===== src/rtl/mac_operand_sequencer.sv =====
// Operand sequencer for a single MAC: streams N operand pairs, reads the accumulated
// result, returns it on a valid/ready port and clears the MAC. Optional macro: MAC_SEQ_STALL_CNT_EN.
//
// state    | meaning
// ---------+------------------------------------------------------------
// S_IDLE   | waiting for a job; cmd_ready high
// S_STREAM | accepting operand pairs; in_ready high
// S_FLUSH  | last pair is on mac_b/mac_c, MAC absorbs it at this edge
// S_READ   | mac_output_signal high; result captured at closing edge
// S_RESULT | res_valid high until res_ready; MAC cleared on first cycle
module mac_operand_sequencer #(
    parameter int DATA_WIDTH = 8,
    parameter int ACC_WIDTH  = 16,
    parameter int LEN_WIDTH  = 8
) (
    input  logic                  clk,
    input  logic                  reset,
    input  logic                  cmd_valid,
    output logic                  cmd_ready,
    input  logic [LEN_WIDTH-1:0]  cmd_len,
    input  logic                  in_valid,
    output logic                  in_ready,
    input  logic [DATA_WIDTH-1:0] in_b,
    input  logic [DATA_WIDTH-1:0] in_c,
    output logic                  mac_reset,
    output logic                  mac_output_signal,
    output logic [DATA_WIDTH-1:0] mac_b,
    output logic [DATA_WIDTH-1:0] mac_c,
    input  logic [ACC_WIDTH-1:0]  mac_result,
    output logic                  res_valid,
    input  logic                  res_ready,
    output logic [ACC_WIDTH-1:0]  res_data
`ifdef MAC_SEQ_STALL_CNT_EN
    ,
    output logic [15:0]           stall_cycles
`endif
);

    typedef enum logic [2:0] {
        S_IDLE,
        S_STREAM,
        S_FLUSH,
        S_READ,
        S_RESULT
    } state_t;

    state_t               state;
    logic [LEN_WIDTH-1:0] remaining;
`ifdef MAC_SEQ_STALL_CNT_EN
    logic [15:0]          stall_cnt;
`endif

    assign cmd_ready = (state == S_IDLE);
    assign in_ready  = (state == S_STREAM);

    always_ff @(posedge clk) begin
        if (!reset) begin
            state             <= S_IDLE;
            remaining         <= '0;
            mac_b             <= '0;
            mac_c             <= '0;
            mac_output_signal <= 1'b0;
            mac_reset         <= 1'b1;
            res_valid         <= 1'b0;
            res_data          <= '0;
`ifdef MAC_SEQ_STALL_CNT_EN
            stall_cnt         <= '0;
            stall_cycles      <= '0;
`endif
        end else begin
            // Operands default to zero so the MAC never accumulates outside a real pair.
            mac_b             <= '0;
            mac_c             <= '0;
            mac_output_signal <= 1'b0;
            mac_reset         <= 1'b0;

            case (state)
                S_IDLE: begin
                    if (cmd_valid) begin
`ifdef MAC_SEQ_STALL_CNT_EN
                        stall_cnt <= '0;
`endif
                        if (cmd_len == '0) begin
                            res_data  <= '0;
                            res_valid <= 1'b1;
`ifdef MAC_SEQ_STALL_CNT_EN
                            stall_cycles <= '0;
`endif
                            state     <= S_RESULT;
                        end else begin
                            remaining <= cmd_len;
                            state     <= S_STREAM;
                        end
                    end
                end

                S_STREAM: begin
                    if (in_valid) begin
                        mac_b     <= in_b;
                        mac_c     <= in_c;
                        remaining <= remaining - LEN_WIDTH'(1);
                        if (remaining == LEN_WIDTH'(1)) begin
                            state <= S_FLUSH;
                        end
                    end
`ifdef MAC_SEQ_STALL_CNT_EN
                    else if (stall_cnt != 16'hFFFF) begin
                        stall_cnt <= stall_cnt + 16'd1;
                    end
`endif
                end

                S_FLUSH: begin
                    mac_output_signal <= 1'b1;
                    state             <= S_READ;
                end

                S_READ: begin
                    res_data  <= mac_result;
                    res_valid <= 1'b1;
                    mac_reset <= 1'b1;
`ifdef MAC_SEQ_STALL_CNT_EN
                    stall_cycles <= stall_cnt;
`endif
                    state     <= S_RESULT;
                end

                S_RESULT: begin
                    if (res_ready) begin
                        res_valid <= 1'b0;
                        state     <= S_IDLE;
                    end
                end

                default: begin
                    state <= S_IDLE;
                end
            endcase
        end
    end

endmodule


===== config.mk =====
export PLATFORM = sky130hd
export DESIGN_NAME = mac_operand_sequencer
export DESIGN_NICKNAME = d
export VERILOG_FILES = /design/src/rtl/mac_operand_sequencer.sv
export SDC_FILE = /design/constraint.sdc
export NUM_CORES = 1
export LEC_CHECK = 0
export ABC_CLOCK_PERIOD_IN_PS = 3930
export CORE_MARGIN = 2
export CORE_UTILIZATION = 46
export CTS_CLUSTER_DIAMETER = 60
export DETAILED_ROUTE_END_ITERATION = 12
export HOLD_SLACK_MARGIN = 0.05
export PLACE_DENSITY = 0.85
export SLEW_MARGIN = 20
export SYNTH_ARGS = -nofsm -noshare
export SYNTH_HDL_FRONTEND = slang
export SYNTH_SLANG_ARGS = --single-unit

===== constraint.sdc =====
create_clock -name clk -period 3.93 [get_ports clk]
set_input_delay 0.9825 -clock clk [delete_from_list [all_inputs] [get_ports clk]]
set_output_delay 0.9825 -clock clk [all_outputs]
set_load 0.01 [all_outputs]

# Word level (Yosys, flattened, before mapping)
# Index checks and enable logic that the tools add are counted.
# totals
register_bits	46
inputBits	45
elab_cells	49
# classes
n_addsub	1
n_eq_ne	11
muxes	19
n_reduce_logical	10
# op_table
cell	count
16-bit two-way mux	2
16-bit one-hot mux with 2 select lines	1
8-bit two-way mux	3
8-bit one-hot mux with 2 select lines	1
3-bit two-way mux	5
3-bit one-hot mux with 5 select lines	1
4-bit AND reduction	3
8-bit by 1-bit == test with 1-bit output (second input constant)	1
8-bit logical NOT	1
2-bit != test (second input constant)	4
8-bit by 1-bit subtractor with 8-bit output (second input constant)	1
3-bit by 2-bit == test with 1-bit output (second input constant)	2
3-bit AND reduction	2
1-bit two-way mux	5
2-bit by 1-bit != test with 1-bit output (second input constant)	2
2-bit nonzero test	2
3-bit by 1-bit == test with 1-bit output (second input constant)	1
3-bit == test (second input constant)	1
3-bit logical NOT	1
1-bit one-hot mux with 3 select lines	1
3-bit nonzero test	1

# Longest topological paths before layout
# Gate-level depths: netlist of run 1.
# depth
depth_word	4
mapped_depth	7
depth_no_buf	6

# Worst setup path after synthesis of run 1
# OpenSTA, ideal clock, no wires.
# synth_path
kind	in2reg
from	input port cmd_len[6]
to	register res_data[10]
setup_ps	128
arrival_time_ps	1940
path_slack_ps	1863
path_stages	5
n_path_buf	1
cell_sequence	nor4_4 > a31oi_4 > buf_4 > a22oi_1 > nor2_1
# synth_between
elab_chain_cells	3
# synth_lines
element	line_no	rtl
start, declared	20	input logic [LEN_WIDTH-1:0] cmd_len,
8-bit logical NOT	83	if (cmd_len == '0) begin
2-bit by 1-bit != test with 1-bit output (no source line)	--	
3-bit AND reduction (no source line)	--	
end signal, assigned	119	res_data <= mac_result;
end, declared	32	output logic [ACC_WIDTH-1:0] res_data
# No other way between the ends.
# A chain may end at the register's enable or synchronous reset.

# Final worst setup path of run 1
# layout_path
from	register state[0]
to	output port in_ready
# layout_between
elab_chain_cells	1
# layout_lines
element	line_no	rtl
start, declared	47	state_t state;
start signal, assigned	58	state <= S_IDLE;
start signal, assigned	89	state <= S_RESULT;
start signal, assigned	92	state <= S_STREAM;
3-bit by 1-bit == test with 1-bit output	54	assign in_ready = (state == S_STREAM);
end, declared	22	output logic in_ready,
# No other way between the ends.

==> metrics, run 1 <==
placer congestion estimate 0.8715; Final Slew Violations 0; FF+latch count, synth 46; via count 1,792; Crit Path Category reg -> out; fraction of layout cells with a size suffix above 1 7.220%; synth top area cells dfxtp_1, a22oi_1, and3_1; WP data required 2950 ps; Top delay family on crit path flip-flops; Synth Instances 202; top post-synthesis cells by count dfxtp_1, nor2_1, a22oi_1, and3_1, nand2_1; DR iter-0 viols 156; Hold Buf Count CTS 0; pwr dens 372.7 nW/µm²; number of synthesized flops with an enable pin 0; top-count cell post-synth dfxtp_1; Tcrit/Tclk final 81.18%; metal3 WL 326 µm; DP Worst Slack 968.8 ps; number of hold violations in the final report 0; RSZ-0062 raised after global routing false; crit-path cells or3b_4, clkinv_4, clkdlybuf4s50_1; FFs w/ async S/R, synth 0%; Final min period 3190 ps; CTS tree done; Overflow after GRT 0; top sig layer met4; final WL 4.976 mm; Avg Cell Area, Syn 9.762 µm²; Clock Pin Slew Worst Setup and Hold Paths 80 ps; Synth cell types 47; H-tree depth 2; Clock Skews 5.583 ps; Starting Density 48.60%; met1 wire length 2.038 mm; Die H 69.48 µm; CP Max Fanout 18; CTS Buf Count 5; number of port buffers 81; crit end category output port; post-synthesis cell type with the largest combined area dfxtp_1; Final Net Count 323; PostCTS Resize Cnt 0; Synth Flop Type dfxtp_1; Synth top area share 46.70%; vias in the first global route 1,723; f_max 313.5 MHz; die area 4827 µm²; initial antenna violation count 0; Max Root-Sink Buffers 2; crit start category register; sequential area share after synthesis 46.70%; relative max-transition margin 48.01%; synth warn 0; Antenna Cells 0; setup tns final 0 ps; Slew @ Worst Pin 775.0 ps; status complete, no violations; total of max-cap violations 0; DRC violations left 0; setup bufs post-CTS 0; DIE WIDTH 69.48 µm; via/cell ratio 5.480; Worst Hold Class reg -> reg; Clk Latency, worst-skew pair 290 ps; CP max stage delay 730 ps; Final WS setup 739.8 ps; First-pass DRT Iterations 4; Top Ports 82; metal2 WL 2.508 mm; pin count of the biggest net entering global routing 29; total global-route track usage 20.95%; Final Util 70.52%; Core ar. 4058 µm²; Syn Nets 249; Worst Path Buf+Inv 2; Std-Cell Rows 23; Leakage Power 0.001100 µW; Setup violations, final 0; CTS Sinks 46; Wirelength per Cell 15.22 µm; first-pass GRT wire length 8.217 mm; Clock Tree Root clkbuf_8; Final ANT Viol Nets 0; Crit-path slowest cell dfxtp_1; area growth from synthesis to layout 45.11%; Max VDD drop 0.3553 mV; hpwl dp 3.666 mm; crit path DAT 2210 ps; mapped cell area 1972 µm²
==> power breakdown <==
group          switching (µW)  leakage (µW)  internal (µW)
registers                28.4      0.000374            490
logic                     108      0.000672            128
clock network             152     0.0000544            161
==> kinds of logic (layout without fill, tap and decap cells) <==
logic type,after synthesis,after routing,synth area share [%]
simple gates,78,78,23.22
compound gates,52,52,20.75
flops,46,46,46.70
buf+inv,20,95,6.091
mux,3,3,1.523
fa+ha+maj,2,2,1.269
xor+xnor,1,1,0.4442
==> worst paths after layout <==
path,startpoint,endpoint,slack [ps],depth (start not counted)
worst min register to register,res_valid,res_valid,460,2
worst min-delay path,res_valid,res_valid,460,2
worst max register to register,state[0],res_data[2],1780,4
worst max-delay path,state[0],in_ready,740,3
==> cells in the final DEF (no fill, tap or decap), types with 5 or more instances in the layout <==
cell and count:
clkdlybuf4s50_1 81, dfxtp_1 46, nor2_1 22, a22oi_1 20
and3_1 20, nand2_1 14, a21oi_1 9, clkbuf_8 7
o32ai_1 5
==> flip-flops by register name (all words and copies together), names as in the netlist <==
name and cells:
res_data 16, mac_b 8, mac_c 8, remaining 8
state 3, mac_output_signal 1, mac_reset 1, res_valid 1
==> routing by layer <==
layer	GRT usage, %	up-vias
li1	-	885
met1	24.36	835
met2	37.61	63
met3	4.942	9
met4	6.972	0
met5	0	-
==> worst min-delay path, stage by stage, from the launching register on <==
cell	delay, ps
dfxtp_1	310
nand2_1	50
o22ai_1	50
==> layout make-up <==
class                           instances  area, µm²
Fill cell                             342       1196
Multi-Input combinational cell        136      930.9
Sequential cell                        46      920.9
Timing Repair Buffer                   82      818.3
Clock buffer                            7      96.34
Tap cell                               50      62.56
Inverter                                5      23.77
Clock inverter                          1      8.758
==> metrics by stage <==
stage	std cells	cell area (µm²)	hold WS, ps	power (µW)
after global routing	327	2861	484.2	1124
after floorplan	202	1972	439.1	667.0
after CTS	327	2861	459.4	1073
after global placement	319	2756	448.6	756.6
after detailed placement	319	2756	447.8	762.2
final	327	2861	457.1	1066
Note: power is estimated with default switching activity, not from simulation.
==> run 2: changes to the inputs <==
--- a/config.mk
+++ b/config.mk
@@ -5,13 +5,13 @@
 export SDC_FILE = /design/constraint.sdc
 export NUM_CORES = 1
 export LEC_CHECK = 0
-export ABC_CLOCK_PERIOD_IN_PS = 3930
+export ABC_CLOCK_PERIOD_IN_PS = 2700
 export CORE_MARGIN = 2
-export CORE_UTILIZATION = 46
+export CORE_UTILIZATION = 38
 export CTS_CLUSTER_DIAMETER = 60
 export DETAILED_ROUTE_END_ITERATION = 12
 export HOLD_SLACK_MARGIN = 0.05
-export PLACE_DENSITY = 0.85
+export PLACE_DENSITY = 0.75
 export SLEW_MARGIN = 20
 export SYNTH_ARGS = -nofsm -noshare
 export SYNTH_HDL_FRONTEND = slang
==> constraint.sdc (replaced) <==
create_clock -name clk -period 2.7 [get_ports clk]
set_input_delay 0.675 -clock clk [delete_from_list [all_inputs] [get_ports clk]]
set_output_delay 0.675 -clock clk [all_outputs]
set_load 0.01 [all_outputs]
==> metrics, run 2 (synthesis gave the netlist of run 1 again) <==
Top reg by flops res_data; Max VDD drop 0.3327 mV (-6.4%); Final min period 2430 ps; WHS Endpoint res_valid; Slew @ Worst Pin 681.8 ps (-93.22 ps); CTS tree done; f_max 411.5 MHz; WP data required 2030 ps (-920 ps); DP Worst Slack 294.0 ps (-674.8 ps); Final WS setup 269.9 ps (-469.9 ps); worst hold slack 473.6 ps (+16.51 ps); Final Net Count 327 (+1.2%); crit path DAT 1760 ps (-450 ps); HP Start res_valid; area growth from synthesis to layout 49.56%; DIE WIDTH 76.04 µm (+9.4%); H-tree depth 2 (unchanged); CP Max Fanout 13 (-5); Hold Buf Count CTS 0 (unchanged); CTS Sinks 46 (unchanged); Die H 76.04 µm (+9.4%); crit end category output port; Wirelength per Cell 14.15 µm (-7.0%); status complete, no violations; Top Ports 82 (unchanged); First-pass DRT Iterations 4 (unchanged); setup bufs post-CTS 0 (unchanged); DRC violations left 0 (unchanged); Largest register FFs 16 (unchanged); PostCTS Resize Cnt 0 (unchanged); fin cells 351 (+7.3%); Final ANT Viol Nets 0 (unchanged); die area 5781 µm² (+20%); pin count of the biggest net entering global routing 28 (-3.4%); Reg2Reg Launch Point state[0]; Tcrit/Tclk final 90.00%; Final Slew Violations 0 (unchanged); commonest non-fill, non-tap cell in the layout clkdlybuf4s50_1; Clock Skews 5.882 ps (+0.2993 ps); cells on worst reg2reg path 5 (+1); via/cell ratio 5.205 (-5.0%); Crit Path Category reg -> out; hpwl dp 3.547 mm (-3.3%); Overflow after GRT 0 (unchanged); CTS Buf Count 5 (unchanged); Clock Pin Slew Worst Setup and Hold Paths 90 ps (about the same); pwr dens 580.5 nW/µm² (+56%); DR iter-0 viols 122 (-22%); first-pass GRT wire length 8.438 mm (+2.7%); total power 1712 µW (+61%); placer congestion estimate 0.8602 (-1.3%); Antenna Cells 0 (unchanged); vias in the first global route 1,756 (+1.9%); Leakage Power 0.001135 µW (+3.1%); final WL 4.968 mm (-0.16%); Core ar. 5042 µm² (+24%); FF-to-FF End res_data[3]; Clock Tree Root clkbuf_8; Worst Hold Class reg -> reg; via count 1,827 (+2.0%); relative max-transition margin 54.55% (+6.5 points); setup tns final 0 ps (unchanged); Setup violations, final 0 (unchanged); Std-Cell Rows 26 (+13%); total of max-cap violations 0 (unchanged); RSZ-0062 raised after global routing false; number of port buffers 81 (unchanged); initial antenna violation count 0 (unchanged); number of hold violations in the final report 0 (unchanged); most frequent cells in the layout clkdlybuf4s50_1, dfxtp_1, nor2_1, a22oi_1, and3_1; R2R setup slack 830 ps (-950 ps); Clk Latency, worst-skew pair 290 ps (about the same); Max Root-Sink Buffers 2 (unchanged); crit start category register; Starting Density 39.11% (-9.5 points); Post-Place Cells 343 (+7.5%); total global-route track usage 17.67% (-3.3 points); WHS Path Cells 2 (unchanged); fraction of layout cells with a size suffix above 1 8.541% (+1.3 points)
-- run 2: cell types whose count changed in the layout (fill, tap and decap cells not counted), sizes merged --
cell    change
bufinv      +2
clkbuf      -2
buf         +4
-- run 2: area by class of cell --
cell class | instances | area, µm²
clock buffer | 5 | 68.82
tap | 70 | 87.58
sequential | 46 | 920.9
fill | 459 | 2093
multi-input combinational | 136 | 930.9
timing repair buffer | 86 | 848.3
inverter | 5 | 23.77
clock inverter | 3 | 68.82
-- run 2: worst max-delay path by stage --
stage	from	end	slack (ps)	cells after the start
after floorplan	cmd_len[6]	res_data[10]	940	5
after global placement	cmd_len[6]	res_data[14]	360	5
after detailed placement	cmd_len[6]	res_data[3]	290	5
after CTS	state[0]	in_ready	250	3
after global routing	state[0]	in_ready	200	3
final	state[0]	in_ready	270	3
-- run 2: where the power goes --
group,internal [µW],leakage (µW),switching (µW)
sequential,713,0.000374,28.2
clock,371,0.0000683,235
combinational,191,0.000693,174
total,1270,0.00113,437
-- run 2: metal layers --
| metal | GRT usage [%] | share of wire [%] | vias to the layer above |
|---|---|---|---|
| li1 | - | - | 892 |
| met1 | 20.72 | 41 | 843 |
| met2 | 29.91 | 49 | 82 |
| met3 | 6.043 | 8.3 | 10 |
| met4 | 6.727 | 1.6 | 0 |
| met5 | 0 | 0 | - |
-- run 2: through the flow --
step | cell area (µm²) | utilization, %
finish | 2949 | 58.49
detailed placement | 2811 | 55.76
CTS | 2949 | 58.49
floorplan | 1972 | -
global placement | 2811 | 55.76
global route | 2949 | 58.49
-- run 2: worst max-delay path, stage by stage (launching register included) --
cell	delay, ps
dfxtp_1	340
or3b_4	480
clkinv_4	100
clkdlybuf4s50_1	530
